[src/rtl/icache_plru_tree.sv]
// Tree pseudo-LRU replacement engine: per-set heap-ordered PLRU trees, hit touches,
// registered victim responses and a flush sweep. ICACHE_PLRU_INVALID_FIRST_EN adds invalid-way-first.
module icache_plru_tree #(
  parameter int unsigned WAYS  = 8,
  parameter int unsigned SETS  = 64,
  parameter int unsigned IDX_W = $clog2(SETS),
  parameter int unsigned WAY_W = $clog2(WAYS)
) (
  input  logic             clk_i,
  input  logic             rst_ni,
  input  logic             flush_valid_i,
  output logic             plru_busy_o,
  input  logic             hit_valid_i,
  input  logic [IDX_W-1:0] hit_index_i,
  input  logic [WAY_W-1:0] hit_way_i,
  input  logic             rep_req_valid_i,
  output logic             rep_req_ready_o,
  input  logic [IDX_W-1:0] rep_req_index_i,
`ifdef ICACHE_PLRU_INVALID_FIRST_EN
  input  logic [WAYS-1:0]  rep_req_vmask_i,
`endif
  output logic             rep_resp_valid_o,
  input  logic             rep_resp_ready_i,
  output logic [WAY_W-1:0] rep_resp_way_o
);

  localparam int unsigned Nodes = WAYS - 1;

  typedef logic [Nodes-1:0] tree_t;

  // Point every node on the path of way w away from w.
  function automatic tree_t touch(input tree_t t, input logic [WAY_W-1:0] w);
    tree_t       r;
    int unsigned node;
    r    = t;
    node = 0;
    for (int unsigned l = 0; l < WAY_W; l++) begin
      for (int unsigned j = 0; j < Nodes; j++) begin
        if (j == node) r[j] = ~w[WAY_W-1-l];
      end
      node = 2 * node + 1 + 32'(w[WAY_W-1-l]);
    end
    return r;
  endfunction

  function automatic logic [WAY_W-1:0] walk(input tree_t t);
    logic [WAY_W-1:0] v;
    logic             b;
    int unsigned      node;
    v    = '0;
    node = 0;
    for (int unsigned l = 0; l < WAY_W; l++) begin
      b = 1'b0;
      for (int unsigned j = 0; j < Nodes; j++) begin
        if (j == node) b = t[j];
      end
      v[WAY_W-1-l] = b;
      node = 2 * node + 1 + 32'(b);
    end
    return v;
  endfunction

  tree_t            tree_q [SETS];
  tree_t            tree_d [SETS];
  logic             busy_q, busy_d;
  logic [IDX_W-1:0] cnt_q, cnt_d;
  logic             resp_valid_q, resp_valid_d;
  logic [WAY_W-1:0] resp_way_q, resp_way_d;

  logic             hit_en;
  logic             accept;
  tree_t            hit_tree;
  tree_t            sel_tree;
  tree_t            vic_tree;
  logic [WAY_W-1:0] victim;

  assign rep_req_ready_o  = ~busy_q & (~resp_valid_q | rep_resp_ready_i);
  assign accept           = rep_req_valid_i & rep_req_ready_o;
  assign hit_en           = hit_valid_i & ~busy_q;
  assign plru_busy_o      = busy_q;
  assign rep_resp_valid_o = resp_valid_q;
  assign rep_resp_way_o   = resp_way_q;

  // Victim sees a same-cycle same-set hit so the hit touch is applied first.
  always_comb begin
    hit_tree = touch(tree_q[hit_index_i], hit_way_i);
    sel_tree = (hit_en && (hit_index_i == rep_req_index_i)) ? hit_tree
                                                            : tree_q[rep_req_index_i];
    victim   = walk(sel_tree);
`ifdef ICACHE_PLRU_INVALID_FIRST_EN
    for (int i = WAYS - 1; i >= 0; i--) begin
      if (!rep_req_vmask_i[i]) victim = WAY_W'(i);
    end
`endif
    vic_tree = touch(sel_tree, victim);
  end

  always_comb begin
    tree_d       = tree_q;
    busy_d       = busy_q;
    cnt_d        = cnt_q;
    resp_valid_d = resp_valid_q;
    resp_way_d   = resp_way_q;

    if (busy_q) begin
      tree_d[cnt_q] = '0;
      cnt_d         = cnt_q + 1'b1;
      if (cnt_q == IDX_W'(SETS - 1)) busy_d = 1'b0;
    end else begin
      if (hit_en) tree_d[hit_index_i] = hit_tree;
      // Written after the hit so the victim touch wins on a shared set.
      if (accept) tree_d[rep_req_index_i] = vic_tree;
      if (flush_valid_i) begin
        busy_d = 1'b1;
        cnt_d  = '0;
      end
    end

    if (accept) begin
      resp_valid_d = 1'b1;
      resp_way_d   = victim;
    end else if (rep_resp_ready_i) begin
      resp_valid_d = 1'b0;
    end
  end

  always_ff @(posedge clk_i or negedge rst_ni) begin
    if (!rst_ni) begin
      for (int i = 0; i < SETS; i++) tree_q[i] <= '0;
      busy_q       <= 1'b0;
      cnt_q        <= '0;
      resp_valid_q <= 1'b0;
      resp_way_q   <= '0;
    end else begin
      tree_q       <= tree_d;
      busy_q       <= busy_d;
      cnt_q        <= cnt_d;
      resp_valid_q <= resp_valid_d;
      resp_way_q   <= resp_way_d;
    end
  end

endmodule

[config.mk]
export PLATFORM = sky130hd
export DESIGN_NAME = icache_plru_tree
export DESIGN_NICKNAME = d
export VERILOG_FILES = /design/src/rtl/icache_plru_tree.sv
export SDC_FILE = /design/constraint.sdc
export NUM_CORES = 2
export LEC_CHECK = 0
export CAP_MARGIN = 40
export CORE_MARGIN = 5
export CORE_UTILIZATION = 30
export DETAILED_ROUTE_END_ITERATION = 8
export GPL_ROUTABILITY_DRIVEN = 1
export GPL_TIMING_DRIVEN = 0
export MAX_ROUTING_LAYER = met4
export PLACE_DENSITY_LB_ADDON = 0.12
export SETUP_SLACK_MARGIN = 0.15
export SYNTH_ARGS = -nofsm -noshare
export SYNTH_HDL_FRONTEND = slang
export SYNTH_SLANG_ARGS = --single-unit
export TNS_END_PERCENT = 5
[constraint.sdc]
create_clock -name clk_i -period 6.44 [get_ports clk_i]
set_input_delay 1.288 -clock clk_i [delete_from_list [all_inputs] [get_ports clk_i]]
set_output_delay 1.288 -clock clk_i [all_outputs]
set_load 0.05 [all_outputs]
==> reports/qor.yml <==
status:
  run_status: "finished with violations"
  violations_in_the_final_reports: "negative setup slack"
setup_path:
  reg2reg_slack_ns: 1.22
  required_ns: 7.08
  crit_start: "rep_req_index_i[1]"
  critPathArrivalTime_ns: 7.23
  setup.worst_path.start_class: "input pin"
  setup.worst_path.end_class: "flip-flop"
  rr_worst_depth: 11
  r2r_startpoint: "plru_busy_o$_DFF_PN0_"
  timing.setup.critical_path_class: "in2reg"
  crit_fanout: 10
  regToRegEndpoint: "tree_q[115]$_DFF_PN0_"
power_and_ir_drop:
  vdd.ir_drop.worst_mv: 0.250
  overall_power_mw: 14.6
  cell_area_power_density_mw_per_mm2: 379
  static-leakage-power_nw: 15.3
grt:
  grt_first_pass_wirelength_um: 362000
  vias_in_the_first_global_route: 35229
  grt_util_overall_pct: 50.4
  maximum_number_of_pins_on_one_net_before_global_route_repair: 104
  overflow: 0
  grt_antenna_before_repair: 24
placed_design:
  final_wtd_congestion: 1.09
  port-buffer-count: 24
  hpwl_um: 223000
  cells_after_dpl: 5250
die:
  fp.dieH_um: 333
  placeableCoreArea_mm2: 0.103
  full_die_area_mm2: 0.111
  boundaryPins: 27
  die_x_um: 333
  num_rows: 118
  initial_utilization_pct: 30.2
detailed_routing:
  drt_iter0_drc: 8202
  drt_wl_total_um: 285000
  drt_first_pass_iters: 8
  routedLengthMet1_um: 107000
  dr_wl_met2_um: 109000
  num_vias: 39615
  routed_wire_length_per_instance_um: 52.7
  detailroute.wirelength.met3_um: 40800
  viasPerCell: 7.34
  drt.antenna.violating_nets: 0
  topRoutingLayerUsed: "met4"
  detail_route.drc_violations: 0
sta:
  post_route_clock_period_utilization_pct: 102
  worst_clock_skew_ns: 0.0286
  setup_total_negative_slack_ns: -5.61
  slew_at_the_pin_closest_to_its_max_slew_limit_ns: 1.19
  report.final.slew_viol_count: 0
  grt_setup_unrepaired: "yes"
  report.final.hold_viol_count: 0
  finalSetupViolCount: 79
  fmax_mhz: 152
  slew-limit-headroom_pct: 20.4
  postLayoutSetupSlackWorst_ns: -0.155
  period_minus_slack_ns: 6.60
cts:
  cts_buffers: 60
  tritoncts: "yes"
  clk-insertion-delay-late_ns: 0.73
  clk_path_buf_depth: 3
  cts.clk_slew.worst_paths_ns: 0.07
  clock_tree.root_cell: "clkbuf_16"
  depth_of_the_cts_h_tree: 2
  cts.sink_count: 459
logic_synthesis:
  syn-instance-count: 3604
  yosysTopAreaCell: "dfrtp_1"
  synth_seq_area_share_pct: 36.7
  post_synth_main_area_contributors: "dfrtp_1 37%, nand2_1 7.0%, mux2i_1 5.4%"
  post_synth_arst_share_pct: 100
  postSynthRegisterBits: 459
  synth_flop_cell: "dfrtp_1"
  post_synth_instance_area_mm2: 0.0313
  ys_types: 90
  synth_largest_type_area_fraction_pct: 36.7
  synth_top_cells_by_count: "581 x nand2_1, 459 x dfrtp_1, 338 x o21ai_0"
  avgSynthCellArea_um2: 8.68
  yosys.cell_count.top_type: "nand2_1"
  ys.warnings.count: 0
  synth_enable_flop_cells: 0
  syn-num-nets: 3626
job:
  drv_cap: 0
min_path:
  hold_class: "reg2reg"
  timing.hold.worst.start: "rep_resp_way_o[2]$_DFFE_PN0P_"
  worst_hold_path.endpoint: "rep_resp_way_o[2]$_DFFE_PN0P_"
  whs_path_depth: 1
final_layout:
  final_layout_size_suffix_gt1_share_pct: 17.5
  instances_no_fill: 5398
  final_net_count: 3968
  syn_to_final_growth_pct: 23.0
==> stage by stage <==
step | hold slack [ns] | utilization [%] | worst slack, ns | instance area (um^2)
2_1_floorplan | 0.465 | - | 2.47 | 31300
5_1_grt | 0.530 | 37.1 | 0.113 | 38400
6_report | 0.493 | 37.2 | -0.155 | 38500
3_3_place_gp | 0.473 | 32.1 | -19.44 | 33200
3_5_place_dp | 0.480 | 34.9 | -0.879 | 36200
4_1_cts | 0.494 | 37.0 | 0.00598 | 38300
==> area by class of cell <==
class | count | area, um^2
clock inverter | 28 | 344
inverter | 26 | 97.6
sequential | 459 | 11500
antenna | 24 | 60.1
fill | 10695 | 65000
buffer | 323 | 1530
multi-input combinational | 2796 | 18300
timing repair buffer | 280 | 3200
clock buffer | 82 | 1730
tap | 1380 | 1730
==> metal layers <==
layer | GRT usage (%) | vias up
met2 | 65.8 | 4007
met1 | 61.9 | 19863
met5 | - | -
met4 | 37.2 | 0
met3 | 20.4 | 1196
li1 | - | 14549
==> worst max-delay path, stage by stage <==
cell,delay (ns)
clkdlybuf4s50_1,0.62
buf_2,0.38
buf_2,0.50
nand2b_1,0.48
buf_2,0.75
o22ai_1,0.15
a221oi_1,0.48
o221ai_1,0.28
nor4_1,0.36
a21oi_2,0.20
xnor2_2,0.45
buf_6,0.25
buf_2,0.57
o21ai_0,0.22
o22ai_1,0.19
==> cells in the final DEF, fill, tap and decap left out, types with 57 or more instances in the layout <==
cell / instances
nand2_1: 581
dfrtp_1: 459
o21ai_0: 338
nor2_1: 272
o22ai_1: 225
a22oi_1: 198
clkbuf_1: 196
mux2i_1: 169
o221ai_1: 106
o211ai_1: 100
buf_8: 95
buf_2: 89
buf_4: 88
buf_6: 83
a21oi_1: 73
o21ai_1: 68
o32a_1: 66
clkbuf_16: 61
mux2_2: 57
==> sequential cells by signal, summed over array words and instances (netlist names) <==
register and count:
tree_q 448, rep_resp_way_o 3, cnt_q 6, plru_busy_o 1, rep_resp_valid_o 1
==> where the power goes <==
group | leakage, nW | internal [mW] | switching, mW
combinational | 8.13 | 1.98 | 4.07
clock | 1.01 | 2.12 | 1.64
sequential | 6.13 | 3.56 | 1.21
==> worst max-delay path by stage <==
stage	depth (start not counted)	slack, ns	to
after floorplan	12	2.47	tree_q[148]$_DFF_PN0_
after global placement	1	-19.44	tree_q[259]$_DFF_PN0_
after detailed placement	15	-0.88	tree_q[257]$_DFF_PN0_
after CTS	15	0.006	tree_q[438]$_DFF_PN0_
after global routing	15	0.11	tree_q[254]$_DFF_PN0_
final	15	-0.16	tree_q[72]$_DFF_PN0_
==> cell families (layout without fill, tap and decap cells) <==
group	after synthesis	count (layout)	synth area share, %
fa+ha+maj	1	1	0.0400
other cells	0	24	0
mux	282	282	11.5
xor+xnor	14	14	0.548
buf+inv	349	739	5.13
flops	459	459	36.7
simple gates	1068	1068	14.5
compound gates	1431	1431	31.5
==> timing repair <==
item / in CTS / in global routing
setup endpoints to repair: 185 / 292
resized for setup: 3 / 9
hold buffers: 0 / 0
cloned: 0 / 0
buffers inserted: 0 / 2
Power figures use the tool's default switching activity.
